<file path="config.mk">
export PLATFORM = sky130hd
export DESIGN_NAME = stream_frame_gate
export DESIGN_NICKNAME = d
export VERILOG_FILES = /design/src/rtl/stream_frame_gate.sv
export SDC_FILE = /design/constraint.sdc
export NUM_CORES = 1
export LEC_CHECK = 0
export ABC_AREA = 1
export BUFFER_PORTS_ARGS = -buffer_cell sky130_fd_sc_hd__buf_2
export CORE_AREA = 2 2 103 105
export CTS_BUF_LIST = sky130_fd_sc_hd__clkbuf_4 sky130_fd_sc_hd__clkbuf_8 sky130_fd_sc_hd__clkbuf_16
export DETAILED_ROUTE_END_ITERATION = 8
export DIE_AREA = 0 0 105 107
export GPL_ROUTABILITY_DRIVEN = 0
export GPL_TIMING_DRIVEN = 0
export SYNTH_ARGS = -nofsm -noshare
export SYNTH_HDL_FRONTEND = slang
export SYNTH_SLANG_ARGS = --single-unit
export TNS_END_PERCENT = 5
</file>
<file path="constraint.sdc">
create_clock -name clk_pix -period 1.4 [get_ports clk_pix]
set_input_delay 0.28 -clock clk_pix [delete_from_list [all_inputs] [get_ports clk_pix]]
set_output_delay 0.28 -clock clk_pix [all_outputs]
set_load 0.01 [all_outputs]
</file>
<file path="src/rtl/stream_frame_gate.sv">
`default_nettype none
// ============================================================================
// Module   : stream_frame_gate
// Purpose  : Whole-frame pass/drop gate for the synchronised pixel stream
//            (clk_pix domain). The pass/drop decision is taken once per frame,
//            at the fval rising edge, from stream-enable & acquisition-start &
//            encrypt-state. Frames are never truncated or started mid-frame.
//            Outputs are registered with exactly one enabled cycle of latency.
// Optional : FRAME_GATE_STAT_EN - builds the passed/dropped frame counters;
//            when undefined both counter ports are tied to zero.
// Ports    : clk_pix / reset_pix_n   clock, asynchronous active-low reset
//            i_clk_en                clock enable, all state holds when 0
//            i_fval/i_lval/iv_pix_data  input stream from the sync buffer
//            i_stream_enable, i_acquisition_start, i_encrypt_state  gate terms
//            o_fval/o_lval/ov_pix_data  gated stream (1-cycle latency)
//            o_frame_active          high while a passed frame is in flight
//            ov_frame_cnt/ov_drop_cnt  passed / dropped frame counters
// Revision : 1.0 - initial release
// ============================================================================
module stream_frame_gate #(
  parameter int SENSOR_DAT_WIDTH = 10,
  parameter int CHANNEL_NUM      = 4,
  parameter int REG_WD           = 32
) (
  input  logic                                   clk_pix,
  input  logic                                   reset_pix_n,
  input  logic                                   i_clk_en,
  input  logic                                   i_fval,
  input  logic                                   i_lval,
  input  logic [SENSOR_DAT_WIDTH*CHANNEL_NUM-1:0] iv_pix_data,
  input  logic                                   i_stream_enable,
  input  logic                                   i_acquisition_start,
  input  logic                                   i_encrypt_state,
  output logic                                   o_fval,
  output logic                                   o_lval,
  output logic [SENSOR_DAT_WIDTH*CHANNEL_NUM-1:0] ov_pix_data,
  output logic                                   o_frame_active,
  output logic [REG_WD-1:0]                      ov_frame_cnt,
  output logic [REG_WD-1:0]                      ov_drop_cnt
);

  localparam int PIX_WD = SENSOR_DAT_WIDTH * CHANNEL_NUM;

  typedef enum logic [1:0] {
    S_IDLE = 2'd0,
    S_PASS = 2'd1,
    S_DROP = 2'd2
  } state_t;

  state_t              r_state;
  state_t              w_next_state;
  logic                r_fval_d1;
  logic                w_rise;
  logic                w_fall;
  logic                w_en;
  logic                w_pass;
  logic                w_lval_gated;
  logic                r_fval;
  logic                r_lval;
  logic [PIX_WD-1:0]   r_pix_data;
  logic                r_frame_active;

  assign w_rise = i_fval & ~r_fval_d1;
  assign w_fall = ~i_fval & r_fval_d1;
  assign w_en   = i_stream_enable & i_acquisition_start & i_encrypt_state;

  // The gate terms are only looked at in IDLE on a rise, so changes to them
  // while a frame is in flight can never cut or open that frame.
  always_comb begin
    w_next_state = r_state;
    case (r_state)
      S_IDLE: begin
        if (w_rise) begin
          w_next_state = w_en ? S_PASS : S_DROP;
        end
      end
      S_PASS, S_DROP: begin
        if (w_fall) begin
          w_next_state = S_IDLE;
        end
      end
      default: w_next_state = S_IDLE;
    endcase
  end

  // Gating on next_state lets the first fval cycle of a passed frame through
  // in the rise cycle itself, keeping the output a pure 1-cycle delay.
  assign w_pass       = (w_next_state == S_PASS);
  assign w_lval_gated = i_lval & i_fval & w_pass;

  // fval_d1 resets to 1 so a frame already high at reset release is not seen
  // as a rise; the remainder of that frame is ignored.
  always_ff @(posedge clk_pix or negedge reset_pix_n) begin
    if (!reset_pix_n) begin
      r_state        <= S_IDLE;
      r_fval_d1      <= 1'b1;
      r_fval         <= 1'b0;
      r_lval         <= 1'b0;
      r_pix_data     <= '0;
      r_frame_active <= 1'b0;
    end else if (i_clk_en) begin
      r_state        <= w_next_state;
      r_fval_d1      <= i_fval;
      r_fval         <= i_fval & w_pass;
      r_lval         <= w_lval_gated;
      r_pix_data     <= w_lval_gated ? iv_pix_data : '0;
      r_frame_active <= w_pass;
    end
  end

  assign o_fval         = r_fval;
  assign o_lval         = r_lval;
  assign ov_pix_data    = r_pix_data;
  assign o_frame_active = r_frame_active;

`ifdef FRAME_GATE_STAT_EN
  logic [REG_WD-1:0] r_frame_cnt;
  logic [REG_WD-1:0] r_drop_cnt;

  // Counters wrap naturally modulo 2^REG_WD.
  always_ff @(posedge clk_pix or negedge reset_pix_n) begin
    if (!reset_pix_n) begin
      r_frame_cnt <= '0;
      r_drop_cnt  <= '0;
    end else if (i_clk_en && (r_state == S_IDLE)) begin
      if (w_next_state == S_PASS) begin
        r_frame_cnt <= r_frame_cnt + REG_WD'(1);
      end
      if (w_next_state == S_DROP) begin
        r_drop_cnt <= r_drop_cnt + REG_WD'(1);
      end
    end
  end

  assign ov_frame_cnt = r_frame_cnt;
  assign ov_drop_cnt  = r_drop_cnt;
`else
  assign ov_frame_cnt = '0;
  assign ov_drop_cnt  = '0;
`endif

endmodule
`default_nettype wire

</file>
==> impl_metrics.json <==
{
  "avgSynthCellArea_um2": 8.667,
  "ys_ff_latch": 46,
  "die_area_um2": 11240,
  "synth_top_family_by_area": "simple AND/OR/NAND/NOR gates",
  "status": "complete, but fails checks",
  "yosys.area_share.xor_xnor_pct": 0,
  "vias": 2279,
  "design.core.area_um2": 10090,
  "yosys.area_share.simple_pct": 26.66,
  "grt_usage_pct": 11.95,
  "synth_fa_ha_area_share_pct": 1.006,
  "path_max_fanout": 8,
  "cts.sinks": 46,
  "setup_viol": 44,
  "start_util_pct": 24.65,
  "synth_mux_area_share_pct": 0,
  "power.density_nw_per_um2": 1087,
  "ios": 155,
  "cts_hold_buf": 0,
  "design_area_um2": 3617,
  "dp.cells": 574,
  "crit_required_ns": 1.63,
  "ys.flop_type": "dfrtp_1",
  "cts_tree": "yes",
  "grt_antenna_before_repair": 0,
  "final_common_cell": "buf_2",
  "antenna_cells": 0,
  "die_h_um": 107,
  "placed_area_um2": 3337,
  "fin_ws_ns": -0.2059,
  "fin_nets": 506,
  "worst_clock_skew_ns": 0.009849,
  "grt_pass1_vias": 2078,
  "cp-end-kind": "register",
  "clockBufferDepth": 2,
  "clkTransAtPathRegs_ns": 0.09,
  "final_util_pct": 35.84,
  "drt_iter0_markers": 86,
  "fmaxAchievable_ghz": 0.6227,
  "synth-seq-area-share_pct": 46.33,
  "rsz0062_at_grt": "true",
  "reg2reg_slack_ns": -0.21,
  "drive_gt1_share_pct": 43.11,
  "period_share_pct": 114.7,
  "min_path_type": "input port to asynchronous set/reset pin",
  "cp.arrival_ns": 1.84,
  "die_w_um": 105,
  "finalSetupTns_ns": -7.610,
  "leakage_nw": 2.231,
  "async_flop_share_pct": 100.0,
  "synth-warning-count": 0,
  "drv_slew": 0,
  "crit_type": "register to register",
  "start_kind": "register",
  "portBuffers": 88,
  "hpwlAfterDp_mm": 4.834,
  "maxCapViolCount": 0,
  "tightest_slew_ns": 1.065,
  "totalWireLength_mm": 6.865,
  "synth.distinct_cells": 20,
  "grt_pass1_wl_mm": 10.61,
  "cts-buffers-inserted": 5,
  "root_buffer": "clkbuf_8",
  "grt_overflow": 0,
  "firstDrtPassIters": 4,
  "area_growth_pct": 45.42,
  "antenna_left": 0,
  "period_minus_slack_ns": 1.606,
  "clkLatencyLatePin_ns": 0.30,
  "synth_compound_area_share_pct": 1.006,
  "post-place-ws_ns": -0.2415,
  "slew_headroom_pct": 29.01,
  "instances_no_fill": 593,
  "violations": "setup timing",
  "final_cell_mix": "buf_2, nand2_1, buf_4",
  "finalHoldViolCount": 0,
  "avgViaCountPerCell": 3.843,
  "syn_area_um2": 2487,
  "core.rowCount": 37,
  "grt_max_degree": 47,
  "htreeDepth": 2,
  "synthCells": 287,
  "wire_per_inst_um": 11.58,
  "synth_edf_count": 0,
  "post-route-drc-count": 0,
  "vdd_ir_drop_max_mv": 0.4733
}
worst paths after layout:
kind / start / to / cells after the start
min in group clk_pix: iv_pix_data[19] / ov_pix_data[19] / 3
hold / removal: reset_pix_n / ov_pix_data[24] / 1
setup reg to reg: r_state[1] / ov_pix_data[7] / 10
max in group asynchronous: reset_pix_n / ov_pix_data[6] / 1
setup / recovery: r_state[1] / ov_pix_data[7] / 10
hold reg to reg: ov_pix_data[21] / ov_pix_data[21] / 2
timing repair:
item                                    in CTS  in global routing
buffers inserted                             6                  3
pin swaps                                    7                  3
resized for setup                           13                  2
endpoints found under the setup margin      42                 43
cloned                                       2                  0
synth_stat cells (2+ instances only):
library cell	number	area, um2
nand2_1	96	360.4
buf_4	64	480.5
dfrtp_1	45	1126
nand4_1	40	250.2
buf_2	8	40.04
buf_6	5	56.30
nand3_1	5	25.02
clkbuf_1	4	15.01
inv_1	4	15.01
o21ai_0	4	20.02
ha_1	2	25.02
nand2_2	2	12.51
state kept, by name (all words and copies together), names as in the netlist:
register / flops
o_lval: 1
r_state: 2
r_fval_d1: 1
ov_pix_data: 40
o_frame_active: 1
o_fval: 1
critical path, cell delays in order, from the launching register on:
cell and delay (ns):
dfrtp_1 0.43, inv_2 0.08, ha_4 0.27, nand3_2 0.06, nand2_2 0.08, nand2_2 0.07
nor2_4 0.10, buf_12 0.16, buf_8 0.12, nand4_1 0.09, nand2_1 0.08
per-stage QoR:
step	power [mW]	hold WS (ns)
global route	4.158	0.2137
floorplan	2.232	-0.01559
detailed placement	2.566	0.4590
finish	3.932	0.1659
global placement	2.534	0.4550
CTS	3.908	0.2060
metal layers:
metal | GRT usage [%] | routed length, um | part of all wire [%] | vias to the layer above
li1 | - | - | - | 1144
met1 | 14.52 | 2946 | 43 | 1022
met4 | 2.857 | 52 | 0.76 | 0
met5 | 0 | 0 | 0 | -
met3 | 3.526 | 541 | 7.9 | 6
met2 | 20.83 | 3324 | 48 | 107
area by class of cell:
class,count,area [um2]
fill,1098,6475
multi-input combinational,216,982.2
tap,136,170.2
buffer,82,610.6
clock inverter,1,30.03
timing repair buffer,99,559.3
clock buffer,7,90.09
inverter,6,22.52
sequential,46,1152
logic make-up after synthesis:
family                   count (synthesis)
AND/OR/NAND/NOR                        145
buffers and inverters                   88
flip-flops                              46
AO/OA/AOI/OAI                            5
adder cells (fa/ha/maj)                  2
other                                    1
power breakdown:
| part | internal (mW) | total, mW | switching [mW] |
|---|---|---|---|
| clock | 0.602 | 1.06 | 0.456 |
| sequential | 1.45 | 1.54 | 0.0872 |
| combinational | 0.643 | 1.33 | 0.689 |
| total | 2.70 | 3.93 | 1.23 |
Power figures use the tool's default switching activity.
